===== config.mk =====
export PLATFORM = sky130hd
export DESIGN_NAME = fifo_64_rd_stream_flat
export DESIGN_NICKNAME = d
export VERILOG_FILES = /design/src/rtl/fifo_64_rd_stream_pkg.sv /design/src/rtl/fifo_64_rd_stream_if.sv /design/src/rtl/fifo_64_rd_stream_buf.sv /design/src/rtl/fifo_64_rd_stream.sv /design/src/flat_wrapper.sv
export SDC_FILE = /design/constraint.sdc
export NUM_CORES = 1
export LEC_CHECK = 0
export BUFFER_PORTS_ARGS = -buffer_cell sky130_fd_sc_hd__buf_2
export CAP_MARGIN = 20
export CORE_MARGIN = 1
export CORE_UTILIZATION = 51
export CTS_CLUSTER_DIAMETER = 50
export DETAILED_ROUTE_END_ITERATION = 12
export PLACE_DENSITY = 0.84
export SLEW_MARGIN = 10
export SYNTH_ARGS = -nofsm -noshare
export SYNTH_HDL_FRONTEND = slang
export SYNTH_SLANG_ARGS = --single-unit

===== constraint.sdc =====
create_clock -name clk -period 1.7 [get_ports clk]
set_input_delay 0.085 -clock clk [delete_from_list [all_inputs] [get_ports clk]]
set_output_delay 0.085 -clock clk [all_outputs]
set_load 0.005 [all_outputs]

===== src/rtl/fifo_64_rd_stream_pkg.sv =====
// rtl/fifo_64_rd_stream_pkg.sv - shared constants and pointer helper for fifo_64_rd_stream
package fifo_64_rd_stream_pkg;

    localparam int BUF_DEPTH     = 3;
    localparam int PTR_W         = 2;
    localparam int OCC_W         = 2;
    localparam int DEFAULT_WIDTH = 64;

    // Advance a buffer pointer, wrapping after the last of the three slots
    function automatic logic [PTR_W-1:0] ptr_inc(input logic [PTR_W-1:0] ptr);
        return (ptr == PTR_W'(BUF_DEPTH - 1)) ? '0 : ptr + 1'b1;
    endfunction

endpackage


===== src/rtl/fifo_64_rd_stream_if.sv =====
// rtl/fifo_64_rd_stream_if.sv - upstream FIFO read port and output stream bundle
interface fifo_64_rd_stream_if
    import fifo_64_rd_stream_pkg::*;
#(
    parameter int WIDTH = DEFAULT_WIDTH
);
    logic             fifo_rd_en;
    logic [WIDTH-1:0] fifo_dout;
    logic             fifo_empty;
    logic             fifo_valid;
    logic [WIDTH-1:0] m_data;
    logic             m_valid;
    logic             m_ready;
    logic             m_last;

    modport master (
        output fifo_rd_en, m_data, m_valid, m_last,
        input  fifo_dout, fifo_empty, fifo_valid, m_ready
    );

    modport slave (
        input  fifo_rd_en, m_data, m_valid, m_last,
        output fifo_dout, fifo_empty, fifo_valid, m_ready
    );
endinterface


===== src/rtl/fifo_64_rd_stream_buf.sv =====
// rtl/fifo_64_rd_stream_buf.sv - three-entry in-order skid buffer between FIFO read data and stream
module fifo_64_rd_stream_buf
    import fifo_64_rd_stream_pkg::*;
#(
    parameter int WIDTH = DEFAULT_WIDTH
) (
    input  logic             clk,
    input  logic             rst_n,
    input  logic             i_push,
    input  logic [WIDTH-1:0] i_data,
    input  logic             i_pop,
    output logic [WIDTH-1:0] o_head,
    output logic [OCC_W-1:0] o_occ
);
    logic [WIDTH-1:0] r_mem [0:BUF_DEPTH-1];
    logic [PTR_W-1:0] r_wr_ptr;
    logic [PTR_W-1:0] r_rd_ptr;
    logic [OCC_W-1:0] r_occ;

    // Storage and pointers; caller guarantees push only when a slot is free (or a pop frees one)
    always_ff @(posedge clk or negedge rst_n) begin
        if (!rst_n) begin
            for (int i = 0; i < BUF_DEPTH; i++) begin
                r_mem[i] <= '0;
            end
            r_wr_ptr <= '0;
            r_rd_ptr <= '0;
            r_occ    <= '0;
        end else begin
            if (i_push) begin
                r_mem[r_wr_ptr] <= i_data;
                r_wr_ptr        <= ptr_inc(r_wr_ptr);
            end
            if (i_pop) begin
                r_rd_ptr <= ptr_inc(r_rd_ptr);
            end
            case ({i_push, i_pop})
                2'b10:   r_occ <= r_occ + 1'b1;
                2'b01:   r_occ <= r_occ - 1'b1;
                default: r_occ <= r_occ;
            endcase
        end
    end

    assign o_head = r_mem[r_rd_ptr];
    assign o_occ  = r_occ;

endmodule


===== src/rtl/fifo_64_rd_stream.sv =====
// rtl/fifo_64_rd_stream.sv - non-showahead FIFO reader to packetised stream; FIFO_64_RD_STREAM_STALL_CNT_EN enables stall counter
module fifo_64_rd_stream
    import fifo_64_rd_stream_pkg::*;
#(
    parameter int WIDTH   = DEFAULT_WIDTH,
    parameter int PKT_LEN = 8,
    parameter int CNT_W   = 32
) (
    input  logic                 clk,
    input  logic                 rst_n,
    fifo_64_rd_stream_if.master  bus,
    output logic                 err_ovf,
    output logic [CNT_W-1:0]     stall_cnt
);
    logic [OCC_W-1:0] w_occ;
    logic [WIDTH-1:0] w_head;
    logic             w_valid;
    logic             w_full;
    logic             w_pop;
    logic             w_push;
    logic             w_rd_en;
    logic             r_inflight;
    logic [15:0]      r_beat;
    logic             r_err_ovf;

    assign w_valid = (w_occ != '0);
    assign w_full  = (w_occ == OCC_W'(BUF_DEPTH));
    assign w_pop   = w_valid & bus.m_ready;
    // A word arriving into a full buffer is dropped unless the head leaves on the same edge
    assign w_push  = bus.fifo_valid & (~w_full | w_pop);
    // Read credit counts words held plus the one possibly in flight; no dependence on m_ready
    assign w_rd_en = rst_n & ~bus.fifo_empty
                   & (({1'b0, w_occ} + {2'b00, r_inflight}) < 3'(BUF_DEPTH));

    fifo_64_rd_stream_buf #(.WIDTH(WIDTH)) u_buf (
        .clk    (clk),
        .rst_n  (rst_n),
        .i_push (w_push),
        .i_data (bus.fifo_dout),
        .i_pop  (w_pop),
        .o_head (w_head),
        .o_occ  (w_occ)
    );

    assign bus.fifo_rd_en = w_rd_en;
    assign bus.m_valid    = w_valid;
    assign bus.m_data     = w_head;
    assign bus.m_last     = w_valid & (r_beat == 16'(PKT_LEN - 1));
    assign err_ovf        = r_err_ovf;

    // Track whether a read was accepted last cycle, beat position in packet, and sticky overflow
    always_ff @(posedge clk or negedge rst_n) begin
        if (!rst_n) begin
            r_inflight <= 1'b0;
            r_beat     <= '0;
            r_err_ovf  <= 1'b0;
        end else begin
            r_inflight <= w_rd_en;
            if (w_pop) begin
                r_beat <= (r_beat == 16'(PKT_LEN - 1)) ? '0 : r_beat + 1'b1;
            end
            if (bus.fifo_valid && w_full && !w_pop) begin
                r_err_ovf <= 1'b1;
            end
        end
    end

`ifdef FIFO_64_RD_STREAM_STALL_CNT_EN
    logic [CNT_W-1:0] r_stall_cnt;

    // Saturating count of cycles where a beat is offered but not taken
    always_ff @(posedge clk or negedge rst_n) begin
        if (!rst_n) begin
            r_stall_cnt <= '0;
        end else if (w_valid && !bus.m_ready && (r_stall_cnt != '1)) begin
            r_stall_cnt <= r_stall_cnt + 1'b1;
        end
    end

    assign stall_cnt = r_stall_cnt;
`else
    assign stall_cnt = '0;
`endif

endmodule

===== src/flat_wrapper.sv =====
// flat-port wrapper written by rule: the top's interface ports become plain ports
module fifo_64_rd_stream_flat import fifo_64_rd_stream_pkg::*;
#(
    parameter int WIDTH   = DEFAULT_WIDTH,
    parameter int PKT_LEN = 8,
    parameter int CNT_W   = 32
)
  (clk, rst_n, err_ovf, stall_cnt, bus_fifo_rd_en, bus_m_data, bus_m_valid, bus_m_last, bus_fifo_dout, bus_fifo_empty, bus_fifo_valid, bus_m_ready);
  fifo_64_rd_stream_if #(.WIDTH(WIDTH)) bus_i ();
  input  logic clk;
  input  logic rst_n;
  output logic err_ovf;
  output logic [CNT_W-1:0] stall_cnt;
  output wire logic [$bits(bus_i.fifo_rd_en)-1:0] bus_fifo_rd_en;
  output wire logic [$bits(bus_i.m_data)-1:0] bus_m_data;
  output wire logic [$bits(bus_i.m_valid)-1:0] bus_m_valid;
  output wire logic [$bits(bus_i.m_last)-1:0] bus_m_last;
  input wire logic [$bits(bus_i.fifo_dout)-1:0] bus_fifo_dout;
  input wire logic [$bits(bus_i.fifo_empty)-1:0] bus_fifo_empty;
  input wire logic [$bits(bus_i.fifo_valid)-1:0] bus_fifo_valid;
  input wire logic [$bits(bus_i.m_ready)-1:0] bus_m_ready;
  assign bus_fifo_rd_en = bus_i.fifo_rd_en;
  assign bus_m_data = bus_i.m_data;
  assign bus_m_valid = bus_i.m_valid;
  assign bus_m_last = bus_i.m_last;
  assign bus_i.fifo_dout = bus_fifo_dout;
  assign bus_i.fifo_empty = bus_fifo_empty;
  assign bus_i.fifo_valid = bus_fifo_valid;
  assign bus_i.m_ready = bus_m_ready;
  fifo_64_rd_stream #(.WIDTH(WIDTH), .PKT_LEN(PKT_LEN), .CNT_W(CNT_W)) u_core (.clk(clk), .rst_n(rst_n), .bus(bus_i), .err_ovf(err_ovf), .stall_cnt(stall_cnt));
endmodule

==> results.py <==
metrics = {
    "setup_path": {
        "crit_type": "flop to output port",
        "crit_fanout": 5,
        "slowest_delay_ns": 0.51,
        "end_kind": "output port",
        "path_cells": "nor2b_4, buf_6, buf_12, buf_16, nand2_1, o21ai_1, buf_2",
        "r2r_cells": 7,
        "crit_slowest_cell": "dfrtp_4",
        "cp-start-kind": "flop",
        "worstPathRequired_ns": 1.62,
        "r2r-start": "u_core.u_buf.o_occ[0]",
        "rrSetupSlack_ns": -0.22,
        "r2r-end": "u_core.u_buf.r_mem[134]",
        "arrival_ns": 1.92,
    },
    "pwr": {
        "combinationalPowerShare_pct": 47.7,
        "switching_share_pct": 35.70,
        "power_leakage_nw": 6.929,
        "pwr-share-seq_pct": 32.3,
        "p_per_area_mw_per_mm2": 2062,
        "clock_power_share_pct": 20.0,
        "irDropWorstVdd_mv": 1.332,
        "p_switching_mw": 10.59,
        "p_int_mw": 19.08,
        "power_mw": 29.67,
    },
    "global_routing": {
        "grt_usage_pct": 24.97,
        "overflow": 0,
        "grt_pass1_vias": 7440,
        "antenna_found_initial": 0,
        "grt_pass1_wl_um": 39430,
        "grt_max_degree": 165,
    },
    "placement": {
        "port_buffers": 136,
        "dpl_worst_slack_ns": 0.01491,
        "place_inst": 1141,
        "place.gp.congestion": 0.7188,
        "dp_hpwl_um": 12600,
    },
    "cts": {
        "h-tree-depth": 1,
        "clock_latency_ns": 0.54,
        "cts_buffers": 28,
        "clk_pin_slew_worst_paths_ns": 0.06,
        "cts_tree": "built",
        "cts_root_buffer": "clkbuf_16",
        "clkSinkCount": 216,
        "clock_path_buffers": 3,
    },
    "route": {
        "vias": 7359,
        "dr.pass1.iters": 4,
        "finalWirelength_um": 30690,
        "first_iter_violations": 314,
        "routedWlPerCell_um": 23.27,
        "avgViaCountPerCell": 5.579,
        "drc": 0,
        "ant_nets": 0,
    },
    "logic_synthesis": {
        "synth_top_flop_cell": "dfrtp_1",
        "seq_area_frac_synth_pct": 53.64,
        "synthTopCellsByArea": "dfrtp_1 54%, mux2_2 15%, mux2_4 8.8%",
        "yosysUniqueCellTypes": 32,
        "synth_enable_flop_cells": 0,
        "synth_area_mm2": 0.01008,
        "yosys.area.top_type": "dfrtp_1",
        "synthCells": 760,
        "synth_seq_cells": 216,
        "yosys_warnings": 0,
        "yosysTopAreaCellShare_pct": 53.64,
        "avgSynthCellArea_um2": 13.26,
        "synthArstFlopShare_pct": 100.0,
    },
    "floorplanning": {
        "fp.dieArea_mm2": 0.02032,
        "io_pins": 169,
        "die_width_um": 142.6,
        "num_rows": 51,
        "core_mm2": 0.01940,
        "initial_core_util_pct": 51.95,
        "die_h_um": 142.6,
    },
    "worst_hold_path": {
        "hold_path_class": "input port to flop",
        "min_from": "bus_fifo_empty",
        "whs_path_depth": 3,
        "hold_end": "u_core.r_inflight",
    },
    "timing": {
        "clock_skew_ns": 0.01859,
        "setup_ws_ns": -0.3020,
        "post-route-min-period_ns": 2.002,
        "setup_viol": 258,
        "rsz0062_at_grt": "true",
        "max_freq_mhz": 499.5,
        "maxSlewHeadroom_pct": 41.82,
        "hold_violations": 0,
        "period_share_pct": 117.8,
        "tightest_slew_ns": 0.8727,
        "timing.hold.ws_ns": 0.2765,
        "slew_viol_final": 0,
    },
    "layout": {
        "final_cells": 1319,
        "area_growth_pct": 42.77,
        "drive_gt1_share_pct": 56.51,
        "n_fill_cell": 1124,
        "final_net_count": 1104,
        "register_area_mm2": 0.005411,
        "multiInputGateArea_mm2": 0.004928,
        "postLayoutCoreUtil_pct": 74.17,
    },
    "outcome": {
        "status": "finished with violations",
        "violations": "negative setup slack",
    },
    "run": {
        "cap_violations": 0,
    },
}
## worst max-delay path, delay by kind of cell (launching register included)
family	cells	cell delay, ns
buf+inv	4	0.54
flops	1	0.51
simple gates	2	0.23
compound gates	1	0.09
## repair_timing
action	in CTS	in global routing
gates cloned	9	24
endpoints found under the setup margin	66	208
setup buffers	23	6
hold buffers	68	0
resized for setup	161	117
endpoints found under the hold margin	410	0
pin swaps	30	24
## sequential cells by signal (all words and copies together), names as in the netlist
register               flops
u_core.err_ovf             1
u_core.u_buf.r_rd_ptr      2
u_core.u_buf.r_wr_ptr      2
u_core.u_buf.o_occ         2
u_core.r_inflight          1
u_core.r_beat             16
u_core.u_buf.r_mem       192
## how the worst max path moves through the flow
stage / start / end / slack, ns / depth (start not counted)
finish: u_core.u_buf.r_rd_ptr[0] / bus_m_data[33] / -0.30 / 7
global route: u_core.u_buf.r_rd_ptr[0] / bus_m_data[33] / -0.35 / 7
CTS: u_core.u_buf.r_rd_ptr[0] / bus_m_data[14] / -0.24 / 7
detailed placement: u_core.u_buf.o_occ[1] / u_core.u_buf.r_mem[171] / 0.01 / 5
global placement: u_core.u_buf.o_occ[0] / bus_fifo_rd_en / 0.03 / 4
floorplan: u_core.u_buf.o_occ[0] / u_core.u_buf.r_mem[100] / -0.01 / 7
## per-layer routing
metal	GRT usage, %	share of wire [%]	vias to the layer above
met5	0	0	-
met4	6.508	3.4	0
met1	31.00	39	3786
met3	5.451	6.5	92
li1	-	-	3165
met2	43.94	51	316
## cell type report
| class | instances | share of cell area (%) |
|---|---|---|
| flip-flops and latches | 216 | 37.61 |
| clock buffers | 37 | 5.592 |
| multi-input cells | 497 | 34.26 |
| well taps | 265 | 2.305 |
| inverters | 4 | 0.1044 |
| diodes | 1 | 0.01739 |
| clock inverters | 15 | 1.061 |
| repair buffers | 284 | 19.05 |
## Yosys cell counts (2+ instances only)
| master | count |
|---|---|
| buf_4 | 34 |
| nor3_1 | 4 |
| nand3_1 | 3 |
| buf_1 | 5 |
| nor2_1 | 7 |
| xnor2_1 | 9 |
| ha_1 | 4 |
| buf_2 | 7 |
| xor2_1 | 8 |
| buf_6 | 18 |
| dfrtp_1 | 216 |
| mux2_2 | 132 |
| clkbuf_1 | 12 |
| mux2i_1 | 64 |
| nor4_1 | 5 |
| nand4_1 | 7 |
| mux2_4 | 59 |
| nor2b_1 | 2 |
| inv_1 | 4 |
| nand2_1 | 81 |
| o21ai_0 | 66 |
| o21ai_2 | 2 |
| or3b_1 | 2 |
## placed cells by master, fill, tap and decap left out, drive strengths merged, types with 3 or more instances in the layout
cell type,netlist,final
buf,64,198
clkbuf,12,55
clkinv,0,9
conb,1,32
dfrtp,216,216
dlygate4sd3,0,68
ha,4,4
inv,4,8
mux2,192,192
mux2i,64,64
nand2,82,82
nand3,3,3
nand4,7,7
nor2,7,7
nor3,4,4
nor4,5,5
o21ai,68,68
or3b,2,4
xnor2,9,9
xor2,8,8
## per-stage QoR
stage / setup TNS, ns / instance area (um^2)
4_1_cts: -16.00 / 13460
3_3_place_gp: 0 / 11000
3_5_place_dp: 0 / 11000
2_1_floorplan: -0.5573 / 10230
6_report: -44.71 / 14390
5_1_grt: -55.51 / 14390
## power groups by stage
stage               Sequential [mW]  Clock (mW)  Combinational (mW)
CTS                            9.13        5.97                12.0
finish                         9.59        5.93                14.2
detailed placement             9.05           0                9.67
global route                   9.80        6.21                14.9
global placement               8.92           0                9.40
floorplan                      8.64           0                6.81
## cells by family after synthesis
family	after synthesis	synth area share [%]
AOI/OAI and AO/OA	71	3.713
xor gates and xnor gates	17	1.478
adders and majority gates	4	0.4967
buffers and inverters	80	5.674
DFF	216	53.64
muxes	256	30.01
other	1	0.03721
and+or+nand+nor	115	4.954
Note: power is estimated with default switching activity, not from simulation.
